==> config.mk <==
export PLATFORM = sky130hd
export DESIGN_NAME = sipo_frame_ctrl
export DESIGN_NICKNAME = d
export VERILOG_FILES = /design/src/rtl/sipo_frame_ctrl.sv
export SDC_FILE = /design/constraint.sdc
export NUM_CORES = 1
export LEC_CHECK = 0
export CAP_MARGIN = 30
export CORE_UTILIZATION = 43
export CTS_CLUSTER_SIZE = 8
export DETAILED_ROUTE_END_ITERATION = 10
export GPL_ROUTABILITY_DRIVEN = 0
export PLACE_DENSITY = 0.73
export SKIP_LAST_GASP = 1
export SLEW_MARGIN = 20
export SYNTH_ARGS = -nofsm -noshare
export SYNTH_HDL_FRONTEND = slang
export SYNTH_SLANG_ARGS = --single-unit
==> constraint.sdc <==
create_clock -name clk -period 1.6 [get_ports clk]
set_input_delay 0.32 -clock clk [delete_from_list [all_inputs] [get_ports clk]]
set_output_delay 0.32 -clock clk [all_outputs]
set_load 0.03 [all_outputs]
==> src/rtl/sipo_frame_ctrl.sv <==
// Serial-in/parallel-out frame controller: captures WIDTH serial bits per frame and hands
// completed words to a valid/ready holding register. Optional even parity via SIPO_PARITY_EN.
module sipo_frame_ctrl #(
    parameter int WIDTH     = 4,
    parameter bit MSB_FIRST = 1'b1
) (
    input  logic                       clk,
    input  logic                       rst,
    input  logic                       frame_start,
    input  logic                       sin_valid,
    input  logic                       sin,
    output logic [WIDTH-1:0]           dout,
    output logic                       dout_valid,
    input  logic                       dout_ready,
    output logic                       busy,
    output logic [$clog2(WIDTH+1)-1:0] bit_cnt,
    output logic                       overrun,
    output logic                       parity_err
);

    localparam int CW = $clog2(WIDTH+1);

`ifdef SIPO_PARITY_EN
    typedef enum logic [1:0] {IDLE, SHIFT, PAR} state_t;
    logic perr_next;
`else
    typedef enum logic {IDLE, SHIFT} state_t;
`endif

    state_t           state, state_next;
    logic [WIDTH-1:0] shift_reg, shift_next, shifted, word;
    logic [CW-1:0]    cnt_next;
    logic             complete;

    assign shifted = MSB_FIRST ? {shift_reg[WIDTH-2:0], sin} : {sin, shift_reg[WIDTH-1:1]};
    assign busy    = (state != IDLE);

    // frame_start always wins, so a restart on the completing cycle discards the word
    always_comb begin
        state_next = state;
        shift_next = shift_reg;
        cnt_next   = bit_cnt;
        complete   = 1'b0;
        word       = shifted;
`ifdef SIPO_PARITY_EN
        perr_next  = 1'b0;
`endif
        case (state)
            IDLE: begin
                if (frame_start) begin
                    state_next = SHIFT;
                    shift_next = '0;
                    cnt_next   = '0;
                end
            end
            SHIFT: begin
                if (frame_start) begin
                    shift_next = '0;
                    cnt_next   = '0;
                end else if (sin_valid) begin
                    shift_next = shifted;
                    if (bit_cnt == CW'(WIDTH-1)) begin
`ifdef SIPO_PARITY_EN
                        state_next = PAR;
                        cnt_next   = CW'(WIDTH);
`else
                        state_next = IDLE;
                        cnt_next   = '0;
                        complete   = 1'b1;
`endif
                    end else begin
                        cnt_next = bit_cnt + 1'b1;
                    end
                end
            end
`ifdef SIPO_PARITY_EN
            PAR: begin
                word = shift_reg;
                if (frame_start) begin
                    state_next = SHIFT;
                    shift_next = '0;
                    cnt_next   = '0;
                end else if (sin_valid) begin
                    state_next = IDLE;
                    cnt_next   = '0;
                    if (^{shift_reg, sin}) begin
                        perr_next = 1'b1;
                    end else begin
                        complete = 1'b1;
                    end
                end
            end
`endif
            default: begin
                state_next = IDLE;
                cnt_next   = '0;
            end
        endcase
    end

    // Holding register accepts a new word when empty or being drained this same cycle
    always_ff @(posedge clk) begin
        if (rst) begin
            state      <= IDLE;
            shift_reg  <= '0;
            bit_cnt    <= '0;
            dout       <= '0;
            dout_valid <= 1'b0;
            overrun    <= 1'b0;
        end else begin
            state     <= state_next;
            shift_reg <= shift_next;
            bit_cnt   <= cnt_next;
            if (complete && (!dout_valid || dout_ready)) begin
                dout       <= word;
                dout_valid <= 1'b1;
            end else begin
                if (complete) begin
                    overrun <= 1'b1;
                end
                if (dout_valid && dout_ready) begin
                    dout_valid <= 1'b0;
                end
            end
        end
    end

`ifdef SIPO_PARITY_EN
    always_ff @(posedge clk) begin
        if (rst) begin
            parity_err <= 1'b0;
        end else begin
            parity_err <= perr_next;
        end
    end
`else
    assign parity_err = 1'b0;
`endif

endmodule

== After elaboration in Yosys (flattened, before gate mapping) ==
Index checks and enable logic that the tools add are counted.

* Register bits after elaboration: 13
* Latch bits: 0
* RAM bits: 0
* ROM bits: 0
* Bits of input ports: 6
* Output and inout port bits: 11
* Logic and storage cells: 39
* Memories: 0

* Add/sub/neg operators: 1
* $mul: 0
* Divide/modulo/power cells: 0
* $lt $le $gt $ge: 0
* Equal/unequal tests: 3
* Shifts and indexed selects: 0
* Mux-type cells: 20
* Bitwise logic cells: 2
* Reduce and logical (&&, ||, !) cells: 7

{| class="wikitable"
|+ Operators with widths
! operator !! count
|-
| 3-bit two-way mux || 7
|-
| 3-bit case mux with 2 select lines || 2
|-
| 1-bit two-way mux || 10
|-
| 2-bit AND reduction || 2
|-
| 3-bit by 1-bit adder with 3-bit output (second input constant) || 1
|-
| 3-bit by 2-bit equality test with 1-bit output (second input constant) || 1
|-
| 3-bit != test (second input constant) || 1
|-
| 1-bit logical AND || 2
|-
| 2-bit != test (second input constant) || 1
|-
| 1-bit inverter || 2
|-
| 1-bit case mux with 2 select lines || 1
|-
| 2-bit nonzero test || 1
|-
| 1-bit zero test || 1
|-
| 1-bit logical OR || 1
|}

== Depth between registers and ports, before layout ==
* Word-level depth: 8
* Depth in mapped cells: 4
* Mapped depth without buffers: 4

== Least setup slack after synthesis ==
OpenSTA, ideal clock, no wires.

* Path kind: register to register
* From: register bit_cnt[0]
* To: register dout[0]
* Library setup time: 0.072 ns
* Arrival time: 1.434 ns
* Data required time: 1.528 ns
* Path slack: 0.094 ns
* Stages on the path, launching flop included: 5
* Path buffers: 0
* Clock period less this slack: 1.506 ns
* Cells stage by stage: dfxtp_1 -> ha_1 -> nand2b_1 -> nor4b_4 -> mux2i_1

* Word-level cells in the longest chain between the ends: 6

{| class="wikitable"
|+ Ends and longest elaborated chain
! item !! RTL line !! source
|-
| start, declared || 16 || <nowiki>output logic [$clog2(WIDTH+1)-1:0] bit_cnt,</nowiki>
|-
| start signal, assigned || 113 || <nowiki>bit_cnt <= cnt_next;</nowiki>
|-
| 3-bit by 2-bit equality test with 1-bit output || 62 || <nowiki>if (bit_cnt == CW'(WIDTH-1)) begin</nowiki>
|-
| 1-bit two-way mux || 62 ||
|-
| 1-bit two-way mux || 60 || <nowiki>end else if (sin_valid) begin</nowiki>
|-
| 1-bit two-way mux || 57 || <nowiki>if (frame_start) begin</nowiki>
|-
| 1-bit two-way mux || 48 || <nowiki>case (state)</nowiki>
|-
| 1-bit logical AND || 114 || <nowiki>if (complete && (!dout_valid || dout_ready)) begin</nowiki>
|-
| end signal, assigned || 115 || <nowiki>dout <= word;</nowiki>
|-
| end, declared || 12 || <nowiki>output logic [WIDTH-1:0] dout,</nowiki>
|}

Every way passes these cells.
A chain may end at the register's enable or synchronous reset.

== Worst setup path after layout ==
* From: register state (netlist: busy)
* To: output busy

{| class="wikitable"
|+ RTL lines
! item !! RTL line !! source
|-
| start, declared || 30 || <nowiki>state_t state, state_next;</nowiki>
|-
| start signal, assigned || 111 || <nowiki>state <= state_next;</nowiki>
|-
| end, declared || 15 || <nowiki>output logic busy,</nowiki>
|}

No word-level cell between the ends.

==> flow_summary.json <==
{
  "outcome": "finished, final reports clean",
  "top_layer": "met4",
  "cts_made_buffers": 3,
  "path_class": "flip-flop to output pin",
  "grt_usage": 0.182,
  "multiInputGateArea_um2": 284,
  "io_buffers": 15,
  "seq_area_um2": 260,
  "ys_ff_latch": 13,
  "ant_nets": 0,
  "cp_max_fo": 4,
  "cts_hold_buffers": 0,
  "crit_path_end_kind": "output pin",
  "ys_seq_area_frac": 0.459,
  "met3WireLength_um": 54,
  "final_core_util": 0.655,
  "synth_top_area_share": 0.459,
  "async_flop_share": 0,
  "p_leak_uw": 0.000338,
  "worst_path_largest_cell_delay_ns": 0.42,
  "comb_power_share": 0.092,
  "fillers": 105,
  "rsz0062_at_grt": "false",
  "wl_um": 1070,
  "power.internal_uw": 449,
  "syn-cell-area_um2": 567,
  "avgSynthCellArea_um2": 9.29,
  "area_delta_synth_final_pct": 35.3,
  "cts.sinks": 13,
  "met2WireLength_um": 469,
  "synth_top_flop_cell": "dfxtp_1",
  "worstHoldPathType": "flip-flop to flip-flop",
  "grt_pass1_wl_um": 1730,
  "cts.clk_slew.worst_paths_ns": 0.08,
  "yosys_warnings": 0,
  "critPathRequiredTime_ns": 1.28,
  "p_clk_frac": 0.347,
  "die_h_um": 38.3,
  "wl_met1_um": 524,
  "post-route-period-util": 0.884,
  "synth_top_area_cell": "dfxtp_1",
  "final_layout_size_suffix_gt1_frac": 0.138,
  "io_pins": 17,
  "clock_path_buffers": 2,
  "start_util": 0.484,
  "cts_tree": "built",
  "grt_pass1_vias": 409,
  "finalSetupTns_ns": 0,
  "syn_nets": 68,
  "power_uw": 587,
  "rows": 12,
  "worst_setup_path_start_kind": "flip-flop",
  "crit_family": "buffers and inverters",
  "dieArea_mm2": 0.00147,
  "cts_root_buffer": "clkbuf_4",
  "powerDensity_mw_per_mm2": 766,
  "antenna_found_initial": 0,
  "setup_viol": 0,
  "grt_max_degree": 13,
  "via_per_inst": 4.77,
  "cts_resized": 8,
  "remaining_drc_errors": 0,
  "synth_commonest_cells": "dfxtp_1, nand2b_1, nand2_1",
  "switchingPower_uw": 138,
  "clk_latency_ns": 0.28,
  "coreArea_mm2": 0.00117,
  "max_freq_ghz": 0.707,
  "slew_viol_final": 0,
  "synth-edff-count": 0,
  "peakVddDrop_mv": 0.529,
  "period_needed_ns": 1.41,
  "arrival_ns": 1.09,
  "route.vias.total": 448,
  "grt_overflow_total": 0,
  "switching_share": 0.235,
  "htreeDepth": 1,
  "skew_ns": 0.00734,
  "ys_top_cells_by_area": "dfxtp_1, nand2b_1, mux2i_1",
  "antennaDiodeCount": 0,
  "yosysMostFrequentCell": "dfxtp_1",
  "fp.dieW_um": 38.3,
  "dr.pass1.iters": 4,
  "drtIter0Drc": 4,
  "largest_register_ffs": 4,
  "syn_inst": 61,
  "slowest_stage": "dlygate4sd2_1",
  "post-dp-hpwl_um": 835,
  "cap_violations": 0,
  "path_cells": "dlygate4sd2_1",
  "post_drt_wl_per_cell_um": 11.4,
  "seqPwrFrac": 0.561,
  "path_buf_inv": 1,
  "synth_cell_types": 20,
  "num-nets-final": 88,
  "cts_setup_buffers": 0,
  "hold_violations": 0
}
## routing by layer
metal / GRT usage / up-vias
met1: 0.224 / 195
met4: 0.134 / 0
li1: - / 238
met2: 0.267 / 11
met3: 0.0523 / 4
met5: 0 / -
## power groups by stage
stage | combinational (µW) | sequential [µW] | clock [µW]
floorplan | 24.8 | 342 | 0
global placement | 55.6 | 337 | 0
detailed placement | 56.1 | 337 | 0
CTS | 54.3 | 329 | 207
global route | 58.5 | 330 | 225
finish | 54.2 | 329 | 204
## placed cells by master (no fill, tap or decap)
cell             synthesis  routed
a21oi_1                  7       7
o31ai_2                  1       1
clkdlybuf4s50_1          0       5
conb_1                   1       1
ha_1                     1       1
mux2i_1                  4       4
nand3b_1                 2       2
dlygate4sd2_1            0       8
or2_1                    1       1
clkbuf_4                 0       3
inv_1                    1       1
nor4b_4                  1       1
or3_1                    1       1
nand2b_1                11      11
dlymetal6s2s_1           0       2
nand2_1                  8       8
buf_4                    1       4
nand3_1                  1       1
and2_2                   1       1
a211oi_1                 1       1
dfxtp_1                 13      13
nand2_2                  1       1
nor2_1                   1       1
clkbuf_1                 3       1
## through the flow
step / cell area (µm²) / std cells / setup slack [ns] / hold slack (ns)
global placement: 746 / 90 / -0.00607 / 0.443
floorplan: 567 / 61 / 0.0939 / 0.437
finish: 767 / 94 / 0.185 / 0.454
detailed placement: 746 / 90 / -0.0568 / 0.452
global route: 767 / 94 / 0.108 / 0.486
CTS: 762 / 94 / 0.00253 / 0.461
## cells by family after synthesis
group / Yosys count / synth area share
muxes: 4 / 0.0706
AOI/OAI and AO/OA: 9 / 0.0971
DFF: 13 / 0.459
buffers and inverters: 5 / 0.0397
other: 1 / 0.00662
adders and majority gates: 1 / 0.0221
and+or+nand+nor: 28 / 0.305
## area by class of cell
type	instances	share of cell area
inverter	1	0.00489
sequential	13	0.339
tap	14	0.0228
multi-input combinational	43	0.370
clock buffer	4	0.0343
timing repair buffer	19	0.228
## worst paths after layout
kind	cells past startpoint	to	from	slack, ns
worst max-delay path	1	busy	busy$_SDFF_PP0_	0.19
worst min-delay path	2	bit_cnt[2]$_SDFFE_PP0P_	bit_cnt[2]$_SDFFE_PP0P_	0.45
worst max register to register	5	dout[3]$_SDFFE_PP0P_	bit_cnt[0]$_SDFFE_PP0P_	0.19
worst min register to register	2	bit_cnt[2]$_SDFFE_PP0P_	bit_cnt[2]$_SDFFE_PP0P_	0.45
No activity file was read; power rests on OpenSTA's default activity.
==> RTL change: new RTL, same flow settings <==
`WIDTH`: 4 -> 8.
--- a/src/rtl/sipo_frame_ctrl.sv
+++ b/src/rtl/sipo_frame_ctrl.sv
@@ -1,7 +1,7 @@
 // Serial-in/parallel-out frame controller: captures WIDTH serial bits per frame and hands
 // completed words to a valid/ready holding register. Optional even parity via SIPO_PARITY_EN.
 module sipo_frame_ctrl #(
-    parameter int WIDTH     = 4,
+    parameter int WIDTH     = 8,
     parameter bit MSB_FIRST = 1'b1
 ) (
     input  logic                       clk,
Interface: changed (resized bit_cnt and dout); port bits go from 17 to 22. The function was not compared with the original's and may differ.
==> RTL change against the unedited design <==
- synthesized area increased by 65%
- worst setup slack lost 78 ps
- critical path depth increased by 1
- fmax fell by 5.2%
- power is 57% higher
- core utilization down 4.1 points
- sequential cell count rose by 9
- highest routed layer unchanged
- sequential share of layout area grew 2.5 points
- routed wire length increased by 71%
- design area rose by 60%
- largest cell class unchanged
==> RTL change: results (changes against the unedited design) <==
Status:
- The run finished with clean final reports.

Synth:
- The distinct cell type count after synthesis is 26 (+30%).
- The sequential cell area fraction in the yosys report is 47.2% (+1.3 points).
- Yosys attributes the largest share of cell area to sky130_fd_sc_hd__dfxtp_1 (47%), sky130_fd_sc_hd__nand2b_1 (12%), sky130_fd_sc_hd__mux2i_1 (8.6%).
- The total nets after synthesis came to 110 (+62%).
- The count of synthesis-stage warnings from yosys is 0 (unchanged).
- Sorting the synthesized cells by how often they occur yields sky130_fd_sc_hd__dfxtp_1 (22), sky130_fd_sc_hd__nand2b_1 (18), sky130_fd_sc_hd__nand2_1 (17).
- The fraction of synthesis flops using an asynchronous set or reset pin is 0% (unchanged).
- The mean post-synth cell area is 9.06 µm² (-2.5%).

Drt:
- The routed wire length is 1830 µm (+71%).
- The per-cell via count in the routed design was 4.86 (+2.1%).
- The first-pass iteration count of the detailed router is 4 (unchanged).
- The detailed router's first-iteration violation count is 13 (+9).

Global route:
- The number of global-route vias before repair is 741 (+81%).
- The maximum number of pins on one net before global-route repair came to 21 (+8).
- The overall fraction of global-route tracks in use came to 17.6% (-0.66 points).
- The global-route wire length before repair is 3210 µm (+86%).
- The initial antenna violation count is 0 (unchanged).

Power and ir drop:
- The switching part of the total power is 22.0% (-1.6 points).
- The leakage power is 0.471 nW (+39%).
- The maximum resistive drop on vdd is 0.398 mV (-25%).

Setup path:
- The worst flop-to-flop path endpoint is dout[7].
- The slack of the worst reg-to-reg path is 130 ps (-60 ps).
- The arrival time of the worst setup path came to 1170 ps (+80 ps).
- The number of cells traversed by the worst register-to-register path is 5 (unchanged).
- Grouping stages by cell kind, the critical path spends the most delay in buffers and inverters.
- The startpoint of the worst setup timing path is bit_cnt[1].
- The largest fanout of any net on the critical path is 3 (-1).
- The library cell contributing the largest single delay on the critical path is sky130_fd_sc_hd__dfxtp_4.
- The stage delay of the slowest cell on the critical path is 380 ps (-40 ps).
- In this run the critical register-to-register path is launched from bit_cnt[0].

Clock tree:
- The clock latency on the worst-skew pair was 300 ps (+20 ps).
- The maximum root-to-sink buffer count is 2 (unchanged).
- The root cell of the clock tree is sky130_fd_sc_hd__clkbuf_4.
- The count of H-tree levels built during CTS was 1 (unchanged).
- The number of buffers created by CTS is 3 (unchanged).
- The clock-pin slew of the registers on the worst-case setup and hold paths was 120 ps (+40 ps).

Cells and area:
- The layout cell share with drive strength beyond 1 is 16.4% (+2.7 points).
- The number of standard cells in the final layout excluding fillers is 155 (+65%).
- The number of flip-flops in the largest register is 8 (+4).
- The number of diodes is 0 (unchanged).
- The number of nets in the finished design is 136 (+55%).

STA:
- The post-route worst hold slack is 469 ps (+15.1 ps).
- The worst clock skew on the final layout came to 8.75 ps (+1.41 ps).

Min path:
- The startpoint identified for the worst hold timing path is shift_reg[4].
- The worst hold-check path type is register to register.
- For hold timing, the worst endpoint is shift_reg[5].
- The number of cells traversed by the worst hold path is 2 (unchanged).

Placed design:
- The placed instance area is 1180 µm² (+58%).
- The total instance count after detailed placement is 149 (+66%).
- The number of port buffers came to 20 (+5).
- The HPWL after detailed placement came to 1260 µm (+51%).
## RTL change: cell count changes after synthesis, moves of 4 or more
cell,change
sky130_fd_sc_hd__mux2i_1,+4
sky130_fd_sc_hd__nand2b_1,+7
sky130_fd_sc_hd__nand2_1,+9
sky130_fd_sc_hd__dfxtp_1,+9
sky130_fd_sc_hd__a21oi_1,+4
## RTL change: worst max-delay path by stage
stage / to / cells after the start
4_1_cts: dout[7] / 5
3_5_place_dp: dout[6] / 5
6_report: bit_cnt[1] / 2
2_1_floorplan: dout[0] / 5
5_1_grt: dout[7] / 5
3_3_place_gp: dout[7] / 5
## RTL change: timing repair
item / CTS / global route
gates cloned: 0 / 0
gates resized for setup: 15 / 5
pin swaps: 0 / 2
buffers inserted: 0 / 2
setup endpoints to repair: 15 / 8
## RTL change: logic make-up (layout without fill, tap and decap cells)
kind of cell | after synthesis | in the layout | share of synthesized area, %
AOI/OAI and AO/OA | 13 | 13 | 7.77
xor gates and xnor gates | 1 | 1 | 0.939
adders and majority gates | 1 | 1 | 1.34
buffers and inverters | 8 | 33 | 4.82
DFF | 22 | 22 | 47.2
muxes | 8 | 8 | 8.58
other | 1 | 1 | 0.402
and+or+nand+nor | 49 | 49 | 29.0
## RTL change: power groups by stage
stage | clock (W) | combinational [W] | sequential (W)
finish | 0.000301 | 0.0000697 | 0.000550
global route | 0.000325 | 0.0000761 | 0.000551
CTS | 0.000306 | 0.0000699 | 0.000553
detailed placement | 0 | 0.0000713 | 0.000565
global placement | 0 | 0.0000706 | 0.000565
floorplan | 0 | 0.0000352 | 0.000572
## RTL change: through the flow
stage	setup TNS, ps	power, W	util [%]	setup slack (ps)
4_1_cts	0	0.000928	59.8	77.6
2_1_floorplan	0	0.000607	-	3.02
3_5_place_dp	-858	0.000637	58.9	-117
6_report	0	0.000921	61.4	107
5_1_grt	-51.3	0.000952	61.4	-28.0
3_3_place_gp	-630	0.000636	58.9	-85.6
## RTL change: final cells by class
cell class,instances,area (µm²)
multi-input combinational,73,467
tap,27,33.8
sequential,22,448
inverter,1,3.75
clock buffer,4,36.3
fill,200,772
timing repair buffer,28,241
## RTL change: routing by layer
metal	GRT usage (%)	wire length (µm)
met3	3.46	78
met4	6.86	22
met5	0	0
met1	22.5	813
met2	29.1	914
## RTL change: worst reg2reg max path, stage by stage (launching register included)
cell and delay, ps:
sky130_fd_sc_hd__dfxtp_4 390, sky130_fd_sc_hd__ha_4 140, sky130_fd_sc_hd__nand3b_1 160, sky130_fd_sc_hd__nor4b_2 290
sky130_fd_sc_hd__buf_4 230, sky130_fd_sc_hd__mux2i_1 210
